$ cat src/rtl/mem_bus_arbiter.sv
// ---------------------------------------------------------------------------
// mem_bus_arbiter
//
// Sequencer and arbiter for the shared 10-bit multiplexed memory bus. It
// accepts fetch, load and store requests from the pipeline, grants one at a
// time, and runs each one through a fixed multi-cycle bus protocol:
//   read : IDLE(arbitrate) -> ADDR -> RD_CAP -> IDLE (valid pulse)
//   write: IDLE(arbitrate) -> ADDR -> WR_DATA -> IDLE (done pulse)
// A committed HALT moves the block into a sticky HALTED state. In that state
// the halt signature (bus 0, rw 1, wc 1) is driven onto the bus.
//
// Arbitration priority: halt_req > st_req > ld_req > fetch_req.
//
// Optional feature macro: MEM_ARB_STARVE_EN
//   Defined  : a 4-bit starvation counter lets fetch outrank load/store once
//              fetch has lost STARVE_LIMIT arbitrations in a row.
//   Undefined: strict fixed priority.
//
// Parameters:
//   STARVE_LIMIT   lost arbitrations before fetch is boosted (1..15)
//
// Ports:
//   clk, rst_n                    clock, async active-low reset
//   fetch_req/fetch_addr          fetch request (held until fetch_gnt)
//   ld_req/ld_addr                load request (held until ld_gnt)
//   st_req/st_addr/st_data/st_upper  store request (held until st_gnt)
//   halt_req                      level, committed instruction is HALT
//   mem_result                    read data from memory
//   fetch_gnt/ld_gnt/st_gnt       one-cycle grant pulses (ADDR cycle)
//   fetch_valid/ld_valid          one-cycle read-data-valid pulses
//   rd_data                       registered read data
//   st_done                       one-cycle store-complete pulse
//   mem_bus_out                   addr_data[9:0]
//   mem_read_write                1 = read, 0 = write
//   write_commit                  write data phase or halt signature
//   busy                          high in any state other than IDLE
// ---------------------------------------------------------------------------
module mem_bus_arbiter #(
    parameter int STARVE_LIMIT = 4
) (
    input  logic        clk,
    input  logic        rst_n,
    input  logic        fetch_req,
    input  logic [9:0]  fetch_addr,
    input  logic        ld_req,
    input  logic [9:0]  ld_addr,
    input  logic        st_req,
    input  logic [9:0]  st_addr,
    input  logic [5:0]  st_data,
    input  logic        st_upper,
    input  logic        halt_req,
    input  logic [11:0] mem_result,
    output logic        fetch_gnt,
    output logic        ld_gnt,
    output logic        st_gnt,
    output logic        fetch_valid,
    output logic        ld_valid,
    output logic [11:0] rd_data,
    output logic        st_done,
    output logic [9:0]  mem_bus_out,
    output logic        mem_read_write,
    output logic        write_commit,
    output logic        busy
);

    typedef enum logic [2:0] {
        IDLE    = 3'd0,
        ADDR    = 3'd1,
        RD_CAP  = 3'd2,
        WR_DATA = 3'd3,
        HALTED  = 3'd4
    } state_t;

    typedef enum logic [1:0] {
        SRC_FETCH = 2'd0,
        SRC_LD    = 2'd1,
        SRC_ST    = 2'd2
    } src_t;

    state_t      state_r;
    src_t        src_r;
    logic [9:0]  addr_r;
    logic [5:0]  data_r;
    logic        upper_r;

    logic        fetch_gnt_r;
    logic        ld_gnt_r;
    logic        st_gnt_r;
    logic        fetch_valid_r;
    logic        ld_valid_r;
    logic        st_done_r;
    logic [11:0] rd_data_r;
    logic [9:0]  bus_r;
    logic        rw_r;
    logic        wc_r;

    logic        fetch_boost_s;
    logic        win_halt_s;
    logic        win_st_s;
    logic        win_ld_s;
    logic        win_fetch_s;

`ifdef MEM_ARB_STARVE_EN
    localparam logic [3:0] STARVE_LIMIT_W = 4'(STARVE_LIMIT);

    logic [3:0] starve_cnt_r;

    // Starvation counter: counts IDLE arbitrations that fetch loses to load/store.
    always_ff @(posedge clk or negedge rst_n) begin
        if (!rst_n) begin
            starve_cnt_r <= 4'd0;
        end else if (state_r == IDLE) begin
            if (win_fetch_s) begin
                starve_cnt_r <= 4'd0;
            end else if (fetch_req && (win_st_s || win_ld_s) && (starve_cnt_r != 4'd15)) begin
                starve_cnt_r <= starve_cnt_r + 4'd1;
            end else begin
                starve_cnt_r <= starve_cnt_r;
            end
        end else begin
            starve_cnt_r <= starve_cnt_r;
        end
    end

    assign fetch_boost_s = fetch_req && (starve_cnt_r >= STARVE_LIMIT_W);
`else
    assign fetch_boost_s = 1'b0;
`endif

    // Arbitration decode. It feeds only registers, so requests never reach outputs combinationally.
    always_comb begin
        win_halt_s  = 1'b0;
        win_st_s    = 1'b0;
        win_ld_s    = 1'b0;
        win_fetch_s = 1'b0;
        if (halt_req) begin
            win_halt_s = 1'b1;
        end else if (fetch_boost_s) begin
            win_fetch_s = 1'b1;
        end else if (st_req) begin
            win_st_s = 1'b1;
        end else if (ld_req) begin
            win_ld_s = 1'b1;
        end else if (fetch_req) begin
            win_fetch_s = 1'b1;
        end else begin
            win_fetch_s = 1'b0;
        end
    end

    // Bus FSM. Each branch registers the outputs belonging to the state being entered.
    always_ff @(posedge clk or negedge rst_n) begin
        if (!rst_n) begin
            state_r       <= IDLE;
            src_r         <= SRC_FETCH;
            addr_r        <= 10'd0;
            data_r        <= 6'd0;
            upper_r       <= 1'b0;
            fetch_gnt_r   <= 1'b0;
            ld_gnt_r      <= 1'b0;
            st_gnt_r      <= 1'b0;
            fetch_valid_r <= 1'b0;
            ld_valid_r    <= 1'b0;
            st_done_r     <= 1'b0;
            rd_data_r     <= 12'd0;
            bus_r         <= 10'd0;
            rw_r          <= 1'b1;
            wc_r          <= 1'b0;
        end else begin
            // Pulses default low; a branch raises one for exactly one cycle.
            fetch_gnt_r   <= 1'b0;
            ld_gnt_r      <= 1'b0;
            st_gnt_r      <= 1'b0;
            fetch_valid_r <= 1'b0;
            ld_valid_r    <= 1'b0;
            st_done_r     <= 1'b0;
            case (state_r)
                IDLE: begin
                    if (win_halt_s) begin
                        state_r <= HALTED;
                        bus_r   <= 10'd0;
                        rw_r    <= 1'b1;
                        wc_r    <= 1'b1;
                    end else if (win_st_s) begin
                        state_r  <= ADDR;
                        src_r    <= SRC_ST;
                        addr_r   <= st_addr;
                        data_r   <= st_data;
                        upper_r  <= st_upper;
                        st_gnt_r <= 1'b1;
                        bus_r    <= st_addr;
                        rw_r     <= 1'b0;
                        wc_r     <= 1'b0;
                    end else if (win_ld_s) begin
                        state_r  <= ADDR;
                        src_r    <= SRC_LD;
                        addr_r   <= ld_addr;
                        ld_gnt_r <= 1'b1;
                        bus_r    <= ld_addr;
                        rw_r     <= 1'b1;
                        wc_r     <= 1'b0;
                    end else if (win_fetch_s) begin
                        state_r     <= ADDR;
                        src_r       <= SRC_FETCH;
                        addr_r      <= fetch_addr;
                        fetch_gnt_r <= 1'b1;
                        bus_r       <= fetch_addr;
                        rw_r        <= 1'b1;
                        wc_r        <= 1'b0;
                    end else begin
                        state_r <= IDLE;
                        bus_r   <= 10'd0;
                        rw_r    <= 1'b1;
                        wc_r    <= 1'b0;
                    end
                end
                ADDR: begin
                    if (src_r == SRC_ST) begin
                        state_r <= WR_DATA;
                        bus_r   <= {3'b000, upper_r, data_r};
                        rw_r    <= 1'b0;
                        wc_r    <= 1'b1;
                    end else begin
                        state_r <= RD_CAP;
                        bus_r   <= addr_r;
                        rw_r    <= 1'b1;
                        wc_r    <= 1'b0;
                    end
                end
                RD_CAP: begin
                    state_r   <= IDLE;
                    rd_data_r <= mem_result;
                    if (src_r == SRC_FETCH) begin
                        fetch_valid_r <= 1'b1;
                    end else begin
                        ld_valid_r <= 1'b1;
                    end
                    bus_r <= 10'd0;
                    rw_r  <= 1'b1;
                    wc_r  <= 1'b0;
                end
                WR_DATA: begin
                    state_r   <= IDLE;
                    st_done_r <= 1'b1;
                    bus_r     <= 10'd0;
                    rw_r      <= 1'b1;
                    wc_r      <= 1'b0;
                end
                HALTED: begin
                    state_r <= HALTED;
                    bus_r   <= 10'd0;
                    rw_r    <= 1'b1;
                    wc_r    <= 1'b1;
                end
                default: begin
                    state_r <= IDLE;
                    bus_r   <= 10'd0;
                    rw_r    <= 1'b1;
                    wc_r    <= 1'b0;
                end
            endcase
        end
    end

    assign fetch_gnt      = fetch_gnt_r;
    assign ld_gnt         = ld_gnt_r;
    assign st_gnt         = st_gnt_r;
    assign fetch_valid    = fetch_valid_r;
    assign ld_valid       = ld_valid_r;
    assign st_done        = st_done_r;
    assign rd_data        = rd_data_r;
    assign mem_bus_out    = bus_r;
    assign mem_read_write = rw_r;
    assign write_commit   = wc_r;
    assign busy           = (state_r != IDLE);

endmodule

$ cat config.mk
export PLATFORM = sky130hd
export DESIGN_NAME = mem_bus_arbiter
export DESIGN_NICKNAME = d
export VERILOG_FILES = /design/src/rtl/mem_bus_arbiter.sv
export SDC_FILE = /design/constraint.sdc
export NUM_CORES = 1
export LEC_CHECK = 0
export ABC_CLOCK_PERIOD_IN_PS = 1750
export CAP_MARGIN = 10
export CORE_MARGIN = 2
export CORE_UTILIZATION = 47
export DETAILED_ROUTE_END_ITERATION = 8
export DONT_BUFFER_PORTS = 1
export GPL_TIMING_DRIVEN = 0
export PLACE_DENSITY = 0.62
export SLEW_MARGIN = 20
export SYNTH_ARGS = -nofsm -noshare
export SYNTH_HDL_FRONTEND = slang
export SYNTH_SLANG_ARGS = --single-unit
$ cat constraint.sdc
create_clock -name clk -period 1.75 [get_ports clk]
set_clock_uncertainty 0.1 [all_clocks]
set_input_delay 0.0875 -clock clk [delete_from_list [all_inputs] [get_ports clk]]
set_output_delay 0.0875 -clock clk [all_outputs]
set_load 0.005 [all_outputs]
==> impl_summary.log <==
[metrics] Hold Fails Final Rpt: 0
[metrics] leading post-synthesis cells by cell area: sky130_fd_sc_hd__dfrtp_1 (58%), sky130_fd_sc_hd__mux2_2 (9.7%), sky130_fd_sc_hd__o2bb2ai_1 (5.1%)
[metrics] Overall Global Routing Usage: 20.90%
[metrics] actual slew at the worst max-slew pin: about 0.49 ns
[metrics] final-report setup violation count: 0
[metrics] top-level I/O count: 86
[metrics] worst-case vdd ir drop: about 0.70 mV
[metrics] half-perimeter wire length after detailed placement: between 3000 and 4000 um
[metrics] Netlist cell types: 31
[metrics] global-route wire length before repair: 8362 um
[metrics] power per cell area: about 1300 mW/mm^2
[metrics] accumulated negative setup slack: 0 ns
[metrics] Data arrival, critical path: between 1.5 and 2 ns
[metrics] Crit Path Max Fanout: 10
[metrics] Top cell by count, worst path: sky130_fd_sc_hd__buf_4
[metrics] number of enable-type register cells in the synthesized netlist: 0
[metrics] routed wirelength normalized by instance count: roughly 19 um
[metrics] Synthesis Warnings: 0
[metrics] number of instances in the synthesized netlist: between 150 and 200
[metrics] initial core utilization: 49.86%
[metrics] number of search-and-repair iterations in the first detailed-routing pass: 4
[metrics] data required time at the worst endpoint: between 1.5 and 2 ns
[metrics] Skew-Pair Late Insertion Delay: roughly 0.30 ns
[metrics] clock slew seen by the registers of the worst setup and hold paths: 0.09 ns
[metrics] Crit Path Category: flop to flop
[metrics] Max Freq: approximately 590 MHz
[metrics] status: finished clean
[metrics] Slowest cell on crit path: sky130_fd_sc_hd__dfrtp_2
[metrics] number of buffers added by the clock tree synthesis step: 5
[metrics] most frequent cell after synthesis: sky130_fd_sc_hd__dfrtp_1
[metrics] count of max-cap constraint violations: 0
[metrics] post-route DRC violation count: 0
[metrics] Site Rows: 24
[metrics] largest net degree at the start of global routing: 53
[metrics] final WL: between 5000 and 6000 um
[metrics] CP cell instances: buf_4, nor3b_4, buf_4, mux2_2
[metrics] number of antenna repair diodes: 0
[metrics] deepest level of the CTS H-tree: 2
[metrics] clock tree buffer depth: 2
[metrics] number of nets with antenna violations after detailed routing: 0
[metrics] Area growth syn-to-layout: 33.94%
[metrics] global routing usage on met1: between 20% and 30%
[metrics] most instantiated flip-flop cell in the synthesis netlist: sky130_fd_sc_hd__dfrtp_1
[metrics] cell total after placement: 226
[metrics] buffer cell driving the clock tree root: sky130_fd_sc_hd__clkbuf_8
[metrics] fraction of met2 tracks used by global routing: a little under two fifths
[metrics] gr busiest metal: met2
[metrics] path category of the worst min-delay check: input port to flop
[metrics] clock tree from TritonCTS: done
[metrics] Avg Inst Size Synth: 12.73 um^2
[metrics] number of DRC markers after the initial detailed-route iteration: slightly above 90
[metrics] Syn Nets: 229
[metrics] critical path startpoint category: flop
[metrics] met3 usage: between 4 and 5%
[metrics] sequential share of the synthesized area: 58.78%
[metrics] dominant cell type by area after synthesis: sky130_fd_sc_hd__dfrtp_1
[metrics] Slowest Stage Delay on Critical Path: 0.46 ns
[metrics] chip height: just over 70 um
[metrics] routability-driven placement congestion ratio: about 0.79
[metrics] Port Buf Inserts: 0
[metrics] overall die width: approximately 73 um
[metrics] Relative slew margins: between 60% and 70%
[metrics] leak pwr: ~0.0013 uW
[metrics] synthesis-stage register bit count: between 50 and 60
[metrics] mapped cell area: roughly 0.0022 mm^2
[metrics] die area: ~0.0053 mm^2
[metrics] remaining global-route overflow: 0
[metrics] kind of capture point of the worst setup path: flop
[metrics] ratio of routed vias to standard cells: 5.870
[metrics] ranking of synthesized cells by instance count: sky130_fd_sc_hd__dfrtp_1 (51), sky130_fd_sc_hd__mux2_2 (19), sky130_fd_sc_hd__nand3_1 (14), sky130_fd_sc_hd__o2bb2ai_1 (13), sky130_fd_sc_hd__and2_1 (12)
[metrics] floorplan core area: between 0.004 and 0.005 mm^2
[metrics] fraction of layout cells with a size suffix above 1: 20.69%
[metrics] clock net sink count: 52
[metrics] post-route non-filler standard cell count: ~280
[metrics] Post-synth ARST share: between 90% and 100%
[metrics] Slew Viols, Final: 0
[metrics] post-layout min period: ~1.7 ns
[metrics] fillers: 335
[metrics] period utilization: between 90% and 100%
[metrics] number of antenna violations at the first check in global routing: 0
[metrics] vias in the first global route: between 1500 and 2000
[metrics] via count: approximately 1700
[metrics] top-area cell type share of the netlist area: 57.59%
[metrics] number of nets in the finished design: 286
## power by group
part	switching [uW]	internal (uW)	leakage (uW)
clock network	388	714	0.0000784
logic	386	473	0.000526
registers	301	1600	0.000665
## cells in the final DEF (no fill, tap or decap), types with 2 or more instances in the layout
master	n
sky130_fd_sc_hd__bufinv_16	3
sky130_fd_sc_hd__dfrtp_2	2
sky130_fd_sc_hd__nor3b_4	2
sky130_fd_sc_hd__o32ai_1	10
sky130_fd_sc_hd__nand3_1	14
sky130_fd_sc_hd__clkbuf_1	7
sky130_fd_sc_hd__o211ai_1	7
sky130_fd_sc_hd__a21o_1	2
sky130_fd_sc_hd__clkbuf_8	5
sky130_fd_sc_hd__mux2_2	19
sky130_fd_sc_hd__and3_1	2
sky130_fd_sc_hd__nor2b_1	3
sky130_fd_sc_hd__o2bb2ai_1	13
sky130_fd_sc_hd__nand2_1	2
sky130_fd_sc_hd__o21ai_0	10
sky130_fd_sc_hd__and2_1	12
sky130_fd_sc_hd__dlygate4sd3_1	42
sky130_fd_sc_hd__buf_2	2
sky130_fd_sc_hd__inv_1	2
sky130_fd_sc_hd__dfrtp_1	49
sky130_fd_sc_hd__buf_4	8
## critical path: cells and delay by family, from the launching register on
family,cells,cell delay [ns]
AND/OR/NAND/NOR,1,0.29
multiplexers,1,0.35
buffers and inverters,2,0.39
flip-flops,1,0.46
## kinds of logic after synthesis
logic type / Yosys count / share of synthesized area (%)
muxes: 19 / 9.656
DFF: 52 / 58.78
buffers and inverters: 14 / 2.710
and+or+nand+nor: 43 / 12.93
AOI/OAI and AO/OA: 46 / 15.92
## per-layer routing
layer / routed length [um] / vias up
li1: - / 764
met1: 2177 / 816
met2: 2807 / 78
met3: 356 / 9
met4: 65 / 0
met5: 0 / -
## final timing paths
path | start | slack, ns | endpoint | cells past startpoint
hold / removal | ld_addr[4] | 0.05 | addr_r[4]$_DFFE_PN0P_ | 3
max in group asynchronous | rst_n | 1.07 | mem_read_write$_DFF_PN1_ | 2
setup / recovery | state_r[0]$_DFF_PN0_ | 0.05 | rd_data[10]$_DFFE_PN0P_ | 4
setup reg to reg | state_r[0]$_DFF_PN0_ | 0.05 | rd_data[10]$_DFFE_PN0P_ | 4
min in group asynchronous | rst_n | 0.20 | rd_data[8]$_DFFE_PN0P_ | 2
hold reg to reg | addr_r[7]$_DFFE_PN0P_ | 0.40 | mem_bus_out[7]$_DFF_PN0_ | 1
## per-stage QoR
stage	area (um^2)	power, uW	hold slack, ns	setup slack [ns]	utilization, %
3_3_place_gp	2281	2566	-0.3069	0.009403	51.32
2_1_floorplan	2216	2407	-0.3081	0.2117	-
5_1_grt	2968	4080	0.06254	-0.02984	66.78
6_report	2968	3864	0.04989	0.04720	66.78
4_1_cts	2897	3834	0.03916	0.02747	65.17
3_5_place_dp	2281	2615	-0.3070	-0.01897	51.32
## cell type report
cell class	instances	area [um^2]	area share, %
tap	52	65.06	2.192
clock buffer	5	68.82	2.319
timing repair buffer	50	500.5	16.86
multi-input combinational	108	872.1	29.38
buffer	12	58.81	1.981
sequential	52	1305	43.97
clock inverter	3	90.09	3.035
inverter	2	7.507	0.2530
## registers in the layout, indices dropped and copies added, names as in the netlist, 2 cells and up
register     cells
addr_r          10
src_r            2
data_r           6
mem_bus_out     10
state_r          3
rd_data         12
## repair_timing
item	CTS	global route
setup buffers	1	6
pin swaps	1	2
hold endpoints to repair	90	0
endpoints found under the setup margin	8	25
hold buffers	43	0
resized for setup	1	7
Note: power is estimated with default switching activity, not from simulation.
